$ cat src/rtl/config_sched_if.sv
// Command/handshake bundle between the CGRA controller and the configuration sequencer.
// The master drives commands; the slave (config_sched) drives memory control and status.
interface config_sched_if #(
    parameter int AW = 3,
    parameter int CW = 16
);
    logic          cfg_start;
    logic [AW:0]   cfg_len;
    logic          cfg_valid;
    logic          cfg_ready;
    logic          cm_wr_en;
    logic [AW-1:0] cm_wr_addr;
    logic          run_start;
    logic [CW-1:0] run_iter;
    logic          stall;
    logic          abort;
    logic          cm_rd_en;
    logic [AW-1:0] cm_rd_addr;
    logic          busy;
    logic          loaded;
    logic          done;
    logic [CW-1:0] iter_cnt;
    logic          err;

    modport master (
        output cfg_start, cfg_len, cfg_valid, run_start, run_iter, stall, abort,
        input  cfg_ready, cm_wr_en, cm_wr_addr, cm_rd_en, cm_rd_addr,
               busy, loaded, done, iter_cnt, err
    );

    modport slave (
        input  cfg_start, cfg_len, cfg_valid, run_start, run_iter, stall, abort,
        output cfg_ready, cm_wr_en, cm_wr_addr, cm_rd_en, cm_rd_addr,
               busy, loaded, done, iter_cnt, err
    );
endinterface

$ cat src/rtl/config_sched.sv
// Configuration-memory sequencer: writes instruction bundles into context slots, then
// replays the loaded contexts for a programmed number of iterations.
module config_sched #(
    parameter int DEPTH = 8,
    parameter int AW    = 3,
    parameter int CW    = 16
) (
    input  logic         clk,
    input  logic         rst_n,
    config_sched_if.slave bus
);
    typedef enum logic [1:0] {
        IDLE = 2'd0,
        LOAD = 2'd1,
        RUN  = 2'd2,
        DONE = 2'd3
    } state_t;

    localparam logic [AW:0] LEN_MAX = (AW+1)'(DEPTH);

    state_t        r_state;
    state_t        w_next;
    logic [AW:0]   r_ctx_len;
    logic [AW-1:0] r_wr_ptr;
    logic [AW-1:0] r_rd_ptr;
    logic [CW-1:0] r_iter_cnt;
    logic [CW-1:0] r_run_iter;
    logic          r_loaded;
    logic          r_err;

    logic          w_len_ok;
    logic          w_wr_last;
    logic          w_rd_last;
    logic [CW-1:0] w_iter_next;
    logic          w_load_go;
    logic          w_run_go;
    logic          w_err_set;
    logic          w_wr_hs;
    logic          w_rd_step;
    logic          w_load_abort;
    logic          w_cfg_ready;

    assign w_len_ok    = (bus.cfg_len != '0) && (bus.cfg_len <= LEN_MAX);
    assign w_wr_last   = (({1'b0, r_wr_ptr} + (AW+1)'(1)) == r_ctx_len);
    assign w_rd_last   = (({1'b0, r_rd_ptr} + (AW+1)'(1)) == r_ctx_len);
    assign w_iter_next = r_iter_cnt + CW'(1);

    always_ff @(posedge clk) begin
        if (!rst_n) begin
            r_state <= IDLE;
        end else begin
            r_state <= w_next;
        end
    end

    always_comb begin
        w_next       = r_state;
        w_load_go    = 1'b0;
        w_run_go     = 1'b0;
        w_err_set    = 1'b0;
        w_wr_hs      = 1'b0;
        w_rd_step    = 1'b0;
        w_load_abort = 1'b0;
        unique case (r_state)
            IDLE: begin
                // cfg_start outranks run_start; a simultaneous run_start is silently dropped
                if (bus.cfg_start) begin
                    if (w_len_ok) begin
                        w_load_go = 1'b1;
                        w_next    = LOAD;
                    end else begin
                        w_err_set = 1'b1;
                    end
                end else if (bus.run_start) begin
                    if (r_loaded) begin
                        w_run_go = 1'b1;
                        w_next   = (bus.run_iter == '0) ? DONE : RUN;
                    end else begin
                        w_err_set = 1'b1;
                    end
                end
            end
            LOAD: begin
                w_err_set = bus.cfg_start | bus.run_start;
                if (bus.abort) begin
                    w_load_abort = 1'b1;
                    w_next       = IDLE;
                end else if (bus.cfg_valid) begin
                    w_wr_hs = 1'b1;
                    if (w_wr_last) begin
                        w_next = IDLE;
                    end
                end
            end
            RUN: begin
                w_err_set = bus.cfg_start | bus.run_start;
                if (bus.abort) begin
                    w_next = IDLE;
                end else if (!bus.stall) begin
                    w_rd_step = 1'b1;
                    if (w_rd_last && (w_iter_next == r_run_iter)) begin
                        w_next = DONE;
                    end
                end
            end
            DONE: begin
                w_err_set = bus.cfg_start | bus.run_start;
                w_next    = IDLE;
            end
            default: w_next = IDLE;
        endcase
    end

    always_ff @(posedge clk) begin
        if (!rst_n) begin
            r_ctx_len  <= '0;
            r_wr_ptr   <= '0;
            r_rd_ptr   <= '0;
            r_iter_cnt <= '0;
            r_run_iter <= '0;
            r_loaded   <= 1'b0;
            r_err      <= 1'b0;
        end else begin
            if (w_err_set) begin
                r_err <= 1'b1;
            end
            if (w_load_go) begin
                r_ctx_len <= bus.cfg_len;
                r_wr_ptr  <= '0;
                r_loaded  <= 1'b0;
            end
            if (w_load_abort) begin
                r_loaded <= 1'b0;
            end
            if (w_wr_hs) begin
                if (w_wr_last) begin
                    r_wr_ptr <= '0;
                    r_loaded <= 1'b1;
                end else begin
                    r_wr_ptr <= r_wr_ptr + AW'(1);
                end
            end
            if (w_run_go) begin
                r_run_iter <= bus.run_iter;
                r_rd_ptr   <= '0;
                r_iter_cnt <= '0;
            end
            if (w_rd_step) begin
                if (w_rd_last) begin
                    r_rd_ptr   <= '0;
                    r_iter_cnt <= w_iter_next;
                end else begin
                    r_rd_ptr <= r_rd_ptr + AW'(1);
                end
            end
        end
    end

    assign w_cfg_ready    = (r_state == LOAD);
    assign bus.cfg_ready  = w_cfg_ready;
    assign bus.cm_wr_en   = bus.cfg_valid & w_cfg_ready;
    assign bus.cm_wr_addr = r_wr_ptr;
    assign bus.cm_rd_en   = (r_state == RUN);
    assign bus.cm_rd_addr = r_rd_ptr;
    assign bus.busy       = (r_state == LOAD) || (r_state == RUN);
    assign bus.loaded     = r_loaded;
    assign bus.done       = (r_state == DONE);
    assign bus.iter_cnt   = r_iter_cnt;
    assign bus.err        = r_err;
endmodule

$ cat src/flat_wrapper.sv
// flat-port wrapper written by rule: the top's interface ports become plain ports
module config_sched_flat 
#(
    parameter int DEPTH = 8,
    parameter int AW    = 3,
    parameter int CW    = 16
)
  (clk, rst_n, bus_cfg_start, bus_cfg_len, bus_cfg_valid, bus_run_start, bus_run_iter, bus_stall, bus_abort, bus_cfg_ready, bus_cm_wr_en, bus_cm_wr_addr, bus_cm_rd_en, bus_cm_rd_addr, bus_busy, bus_loaded, bus_done, bus_iter_cnt, bus_err);
  config_sched_if #(.AW(AW), .CW(CW)) bus_i ();
  input  logic clk;
  input  logic rst_n;
  input wire logic [$bits(bus_i.cfg_start)-1:0] bus_cfg_start;
  input wire logic [$bits(bus_i.cfg_len)-1:0] bus_cfg_len;
  input wire logic [$bits(bus_i.cfg_valid)-1:0] bus_cfg_valid;
  input wire logic [$bits(bus_i.run_start)-1:0] bus_run_start;
  input wire logic [$bits(bus_i.run_iter)-1:0] bus_run_iter;
  input wire logic [$bits(bus_i.stall)-1:0] bus_stall;
  input wire logic [$bits(bus_i.abort)-1:0] bus_abort;
  output wire logic [$bits(bus_i.cfg_ready)-1:0] bus_cfg_ready;
  output wire logic [$bits(bus_i.cm_wr_en)-1:0] bus_cm_wr_en;
  output wire logic [$bits(bus_i.cm_wr_addr)-1:0] bus_cm_wr_addr;
  output wire logic [$bits(bus_i.cm_rd_en)-1:0] bus_cm_rd_en;
  output wire logic [$bits(bus_i.cm_rd_addr)-1:0] bus_cm_rd_addr;
  output wire logic [$bits(bus_i.busy)-1:0] bus_busy;
  output wire logic [$bits(bus_i.loaded)-1:0] bus_loaded;
  output wire logic [$bits(bus_i.done)-1:0] bus_done;
  output wire logic [$bits(bus_i.iter_cnt)-1:0] bus_iter_cnt;
  output wire logic [$bits(bus_i.err)-1:0] bus_err;
  assign bus_i.cfg_start = bus_cfg_start;
  assign bus_i.cfg_len = bus_cfg_len;
  assign bus_i.cfg_valid = bus_cfg_valid;
  assign bus_i.run_start = bus_run_start;
  assign bus_i.run_iter = bus_run_iter;
  assign bus_i.stall = bus_stall;
  assign bus_i.abort = bus_abort;
  assign bus_cfg_ready = bus_i.cfg_ready;
  assign bus_cm_wr_en = bus_i.cm_wr_en;
  assign bus_cm_wr_addr = bus_i.cm_wr_addr;
  assign bus_cm_rd_en = bus_i.cm_rd_en;
  assign bus_cm_rd_addr = bus_i.cm_rd_addr;
  assign bus_busy = bus_i.busy;
  assign bus_loaded = bus_i.loaded;
  assign bus_done = bus_i.done;
  assign bus_iter_cnt = bus_i.iter_cnt;
  assign bus_err = bus_i.err;
  config_sched #(.DEPTH(DEPTH), .AW(AW), .CW(CW)) u_core (.clk(clk), .rst_n(rst_n), .bus(bus_i));
endmodule
$ cat config.mk
export PLATFORM = sky130hd
export DESIGN_NAME = config_sched_flat
export DESIGN_NICKNAME = d
export VERILOG_FILES = /design/src/rtl/config_sched_if.sv /design/src/rtl/config_sched.sv /design/src/flat_wrapper.sv
export SDC_FILE = /design/constraint.sdc
export NUM_CORES = 1
export LEC_CHECK = 0
export ABC_AREA = 1
export CELL_PAD_IN_SITES_DETAIL_PLACEMENT = 2
export CELL_PAD_IN_SITES_GLOBAL_PLACEMENT = 2
export CORE_UTILIZATION = 25
export DETAILED_ROUTE_END_ITERATION = 8
export GPL_ROUTABILITY_DRIVEN = 1
export PLACE_DENSITY_LB_ADDON = 0.1
export SETUP_SLACK_MARGIN = 0.3
export SLEW_MARGIN = 20
export SYNTH_ARGS = -nofsm -noshare
export SYNTH_HDL_FRONTEND = slang
export SYNTH_SLANG_ARGS = --single-unit
$ cat constraint.sdc
create_clock -name clk -period 1.7 [get_ports clk]
set_input_delay 0.255 -clock clk [delete_from_list [all_inputs] [get_ports clk]]
set_output_delay 0.255 -clock clk [all_outputs]
set_load 0.005 [all_outputs]
## After elaboration in Yosys (flattened, before gate mapping)

Cells that the tools add are included.

- Muxes and demuxes: 45
- Bitwise logic cells: 2
- Order comparisons: 1
- $add $sub $neg: 5
- Reduce and logical (&&, ||, !) cells: 10
- Equality and inequality tests: 13

Operators with widths:

| operator | count |
|---|---|
| two-way mux 16 bit | 3 |
| two-way mux 1 bit | 24 |
| two-way mux 2 bit | 10 |
| two-way mux 3 bit | 6 |
| adder 16 x 1 -> 16 bit (second input constant) | 1 |
| equality test 16 bit | 1 |
| logical NOT 16 bit | 1 |
| inequality test 3 x 2 -> 1 bit (second input constant) | 4 |
| inequality test 3 bit (second input constant) | 3 |
| adder 3 x 1 -> 4 bit (second input constant) | 2 |
| equality test 4 bit | 2 |
| one-hot mux 2 bit (4 select lines) | 1 |
| AND reduction 7 bit | 1 |
| adder 3 x 1 -> 3 bit (second input constant) | 2 |
| equality test 2 bit (second input constant) | 2 |
| <= comparator 4 bit (second input constant) | 1 |
| nonzero test 2 bit | 2 |
| nonzero test 4 bit | 1 |
| OR reduction 3 bit | 1 |
| equality test 2 x 1 -> 1 bit (second input constant) | 1 |
| logical AND 1 bit | 2 |
| logical NOT 2 bit | 1 |
| one-hot mux 1 bit (2 select lines) | 1 |
| bitwise AND 1 bit | 1 |
| other kinds (2) | 2 |

- Input bits: 27
- Flip-flop bits (word level): 46

## Depth between registers and ports, before layout

- Depth after elaboration: 9
- Mapped depth: 16
- Depth with buffers taken out: 16

## Least setup slack after synthesis

No wires, ideal clock.

- Kind: flip-flop to flip-flop
- Start: reg u_core.r_iter_cnt[0] (netlist: u_core.bus.iter_cnt[0])
- End: reg u_core.r_state[0]
- Library setup time: 115 ps
- Slack: -112 ps
- Clock period less this slack: 1812 ps
- Cell stages (with the launch flop): 15
- Arrival time: 1697 ps
- Buffers on the path: 0
- Cells stage by stage: dfxtp_1 > ha_1 > nand2_2 > nor2_4 > nand2_2 > o21ai_2 > nand2_1 > nand2_1 > nand3_1 > nor2_1 > nand3_1 > nand2_2 > nand3_1 > nand2_1 > nor2_1

- Word-level cells in the longest chain between the ends: 5

RTL lines:

| item | RTL line | RTL |
|---|---|---|
| from (decl) | config_sched.sv:26 | `logic [CW-1:0] r_iter_cnt;` |
| from (signal assigned) | config_sched.sv:151 | `r_iter_cnt <= w_iter_next;` |
| adder 16 x 1 -> 16 bit | config_sched.sv:46 | `assign w_iter_next = r_iter_cnt + CW'(1);` |
| equality test 16 bit | config_sched.sv:101 | `if (w_rd_last && (w_iter_next == r_run_iter)) begin` |
| logical AND 1 bit | config_sched.sv:101 |  |
| inequality test 3 x 2 -> 1 bit (no source line) | -- |  |
| AND reduction 7 bit (no source line) | -- |  |
| to (signal assigned) | config_sched.sv:52 | `r_state <= w_next;` |
| to (decl) | config_sched.sv:21 | `state_t r_state;` |

Every way passes these cells.
A chain may end at the register's enable or synchronous reset.

## Final worst setup path

- Start: reg u_core.r_iter_cnt[1] (netlist: u_core.bus.iter_cnt[1])
- End: reg u_core.r_state[0]

The elaborated chain is that of the path after synthesis.

==> results.cfg <==
[clocking]
clockBufferDepth = 2
clkTransAtPathRegs_ns = 0.11
ctsRootBufferMaster = clkbuf_8
holdBufCountCts = 0
clock_latency_ns = 0.34
cts_tree = built
cts_made_buffers = 5
clock_sinks = 46
cts_max_level = 2

[worst_setup_path]
path_depth = 15
crit_buf_inv = 1
critPathRequiredTime_ns = 1.93
r2r_cells = 15
cpMaxStageDelayCell = dfxtp_4
path_max_fanout = 4
crit_family = simple AND/OR/NAND/NOR gates
crit_chain = ha_4 > nand2_4 > nor2_4 > buf_6 > nand3_1 > nand3_1 > nand2_1 > nor2_1 > nand2_1 > nor2_4 > nand3_4 > nand2_4 > nand3_2 > nand2_1 > nor2_1
critPathArrivalTime_ns = 2.59
endpoint_kind = flip-flop
cpMostUsedCell = nand2_1
slowest_delay_ns = 0.39
cp-start-kind = flip-flop
worstSetupPathType = flip-flop to flip-flop

[logic_synthesis]
synth_fp_nets = 462
synthesis.area_um2 = 2800
ys_seq_area_share_pct = 32.9
synth_common_cells = nand2_1 (95), inv_1 (49), dfxtp_1 (46)
synthTopCellsByArea = dfxtp_1 (33%), nand2_1 (13%), a21oi_1 (7.2%), nand3_1 (6.8%), inv_1 (6.6%)
yosysMostFrequentCell = nand2_1
ys.flop_type = dfxtp_1
yosysWarnings = 0
synth.distinct_cells = 34
synth_top_cell_area_share_pct = 32.9
synth.largest_area_cell = dfxtp_1
synth_edf_count = 0
async_flop_share_pct = 0
syn_inst = 427
avgSynthCellArea_um2 = 6.55
ys_ff_latch = 46

[power]
p_int_mw = 2.67
switching_share_pct = 37.5
powerDensity_nw_per_um2 = 739
power_frac_seq_pct = 29.4
p_switching_mw = 1.60
p_clk_share_pct = 25.0
combPwrFrac_pct = 45.6
vdd_drop_max_mv = 0.806
total_leakage_power_nw = 2.53

[sta]
finalCriticalPeriod_ns = 2.36
rsz0062_at_grt = true
skew_ns = 0.0144
worst_pin_slew_ns = 0.524
finalMaxSlewViolations = 0
final-setup-viol-count = 24
hold_viol = 0
setup_ws_ns = -0.659
slew_headroom_pct = 64.8
period_share_pct = 139
max_freq_ghz = 0.424

[detailed_routing]
drt_wl_total_mm = 20.5
vias = 4022
route.detailed.drc = 0
detail_route.iter0.violations = 154
wl_per_cell_um = 27.0
first_pass_iters = 4
postRouteAntennaNets = 0
via_per_inst = 5.30

[status]
violations = setup timing
status = finished with violations

[place]
dpl.cell_count = 699
globalplace.congestion = 0.767
hpwlAfterDp_mm = 9.38
port_buffers = 55

[die]
initial_core_util_pct = 25.7
die_y_um = 108
pin_count = 56
die_area_um2 = 11600
core_um2 = 10900
num_rows = 38
die_w_um = 108

[min_path]
hold_class = flip-flop to flip-flop
holdPathStages = 2

[final_layout]
fillers = 1138
drive_above_1_share_pct = 54.0
stdcell_count = 759
diodes = 0
fin_util_pct = 53.0
nets = 653
syn2layout_area_growth_pct = 106

[global_route]
grt_pass1_wl_mm = 24.7
grt_pass1_vias = 4377
track_usage_pct = 28.6
grt_overflow = 0
antenna_found_initial = 1
grt_max_degree = 28

[flow_run]
cap_violations = 0
through the flow:
stage	hold slack, ns	cell area (um^2)	setup slack [ns]	total power [mW]	setup TNS [ns]
global route	0.497	5770	-0.673	4.39	-8.44
floorplan	0.390	2870	0.0183	1.71	0
detailed placement	0.448	4240	-0.393	2.22	-5.99
CTS	0.433	5250	-0.228	3.72	-3.35
finish	0.505	5770	-0.659	4.26	-7.12
global placement	0.446	4240	-0.311	2.18	-3.74
cells by family (layout without fill, tap and decap cells):
logic type	Yosys count	after routing	synth area share, %
AO/OA/AOI/OAI	85	85	16.9
XOR/XNOR	8	8	2.51
adder cells (fa/ha/maj)	8	8	3.58
buffers and inverters	64	256	8.77
flip-flops	46	46	32.9
AND/OR/NAND/NOR	216	216	35.3
cells in the final DEF (no fill, tap or decap), types with 3 or more instances in the layout:
cell type and n:
nand3_2 10, a21oi_4 5, buf_12 8, buf_2 4, buf_8 7, xnor2_1 5, dlygate4sd2_1 20, clkdlybuf4s50_1 21
buf_6 29, o21ai_0 11, nor2_2 12, nand2_1 72, a21oi_2 23, nand2_4 6, dfxtp_4 14, ha_4 8
inv_2 5, buf_16 5, dfxtp_1 21, a211oi_2 5, nand2_2 26, clkbuf_8 6, dlymetal6s2s_1 4, inv_1 42
o21ai_1 4, nand3b_1 5, a311oi_2 3, dfxtp_2 11, inv_4 3, nor4_1 4, nand3_1 25, nand3_4 3
nor2_4 21, nor2_1 20, o21ai_2 13, a21oi_1 12, nand4_1 6, buf_4 93
repair_timing:
| action | CTS | global route |
|---|---|---|
| gates cloned | 5 | 0 |
| endpoints found under the setup margin | 74 | 57 |
| setup buffers | 26 | 21 |
| pin swaps | 39 | 50 |
| gates resized for setup | 228 | 98 |
path summary, 6_finish.rpt:
check                                          start                                  to  slack [ns]
hold / removal    u_core.r_run_iter[15]$_SDFFE_PN0P_  u_core.r_run_iter[15]$_SDFFE_PN0P_        0.50
hold reg to reg   u_core.r_run_iter[15]$_SDFFE_PN0P_  u_core.r_run_iter[15]$_SDFFE_PN0P_        0.50
setup reg to reg   u_core.bus.iter_cnt[1]$_SDFF_PN0_      u_core.r_state[0]$_SDFFE_PN0P_       -0.66
setup / recovery   u_core.bus.iter_cnt[1]$_SDFF_PN0_      u_core.r_state[0]$_SDFFE_PN0P_       -0.66
tightest hold or removal path, delay by kind of cell (launching register included):
family	cells	cell delay (ns)
buffers and inverters	1	0.09
flip-flops	1	0.33
AO/OA/AOI/OAI	1	0.06
sequential cells by signal (all words and copies together) (netlist names):
signal,count
u_core.bus.cm_rd_addr,3
u_core.r_state,2
u_core.r_ctx_len,4
u_core.bus.iter_cnt,16
u_core.bus.cm_wr_addr,3
u_core.bus.loaded,1
u_core.r_run_iter,16
u_core.bus.err,1
power groups by stage:
stage	clock, mW	sequential [mW]	combinational, mW
detailed placement	0	1.24	0.984
finish	1.07	1.25	1.94
floorplan	0	1.22	0.495
global route	1.10	1.26	2.03
CTS	1.05	1.24	1.44
global placement	0	1.23	0.951
routing by layer:
layer	global-route usage (%)	vias up	wire length, um
li1	-	1787	-
met1	32.0	2035	7560
met2	53.8	143	11100
met3	4.48	57	1030
met4	10.6	0	778
met5	0	-	0
area by class of cell:
class,instances,area (um^2),share of cell area (%)
clock buffer,7,108,1.87
clock inverter,1,30.0,0.521
inverter,54,233,4.04
multi-input combinational,317,2320,40.3
sequential,46,987,17.1
tap,140,175,3.04
timing repair buffer,194,1910,33.1
No activity file was read; power rests on OpenSTA's default activity.
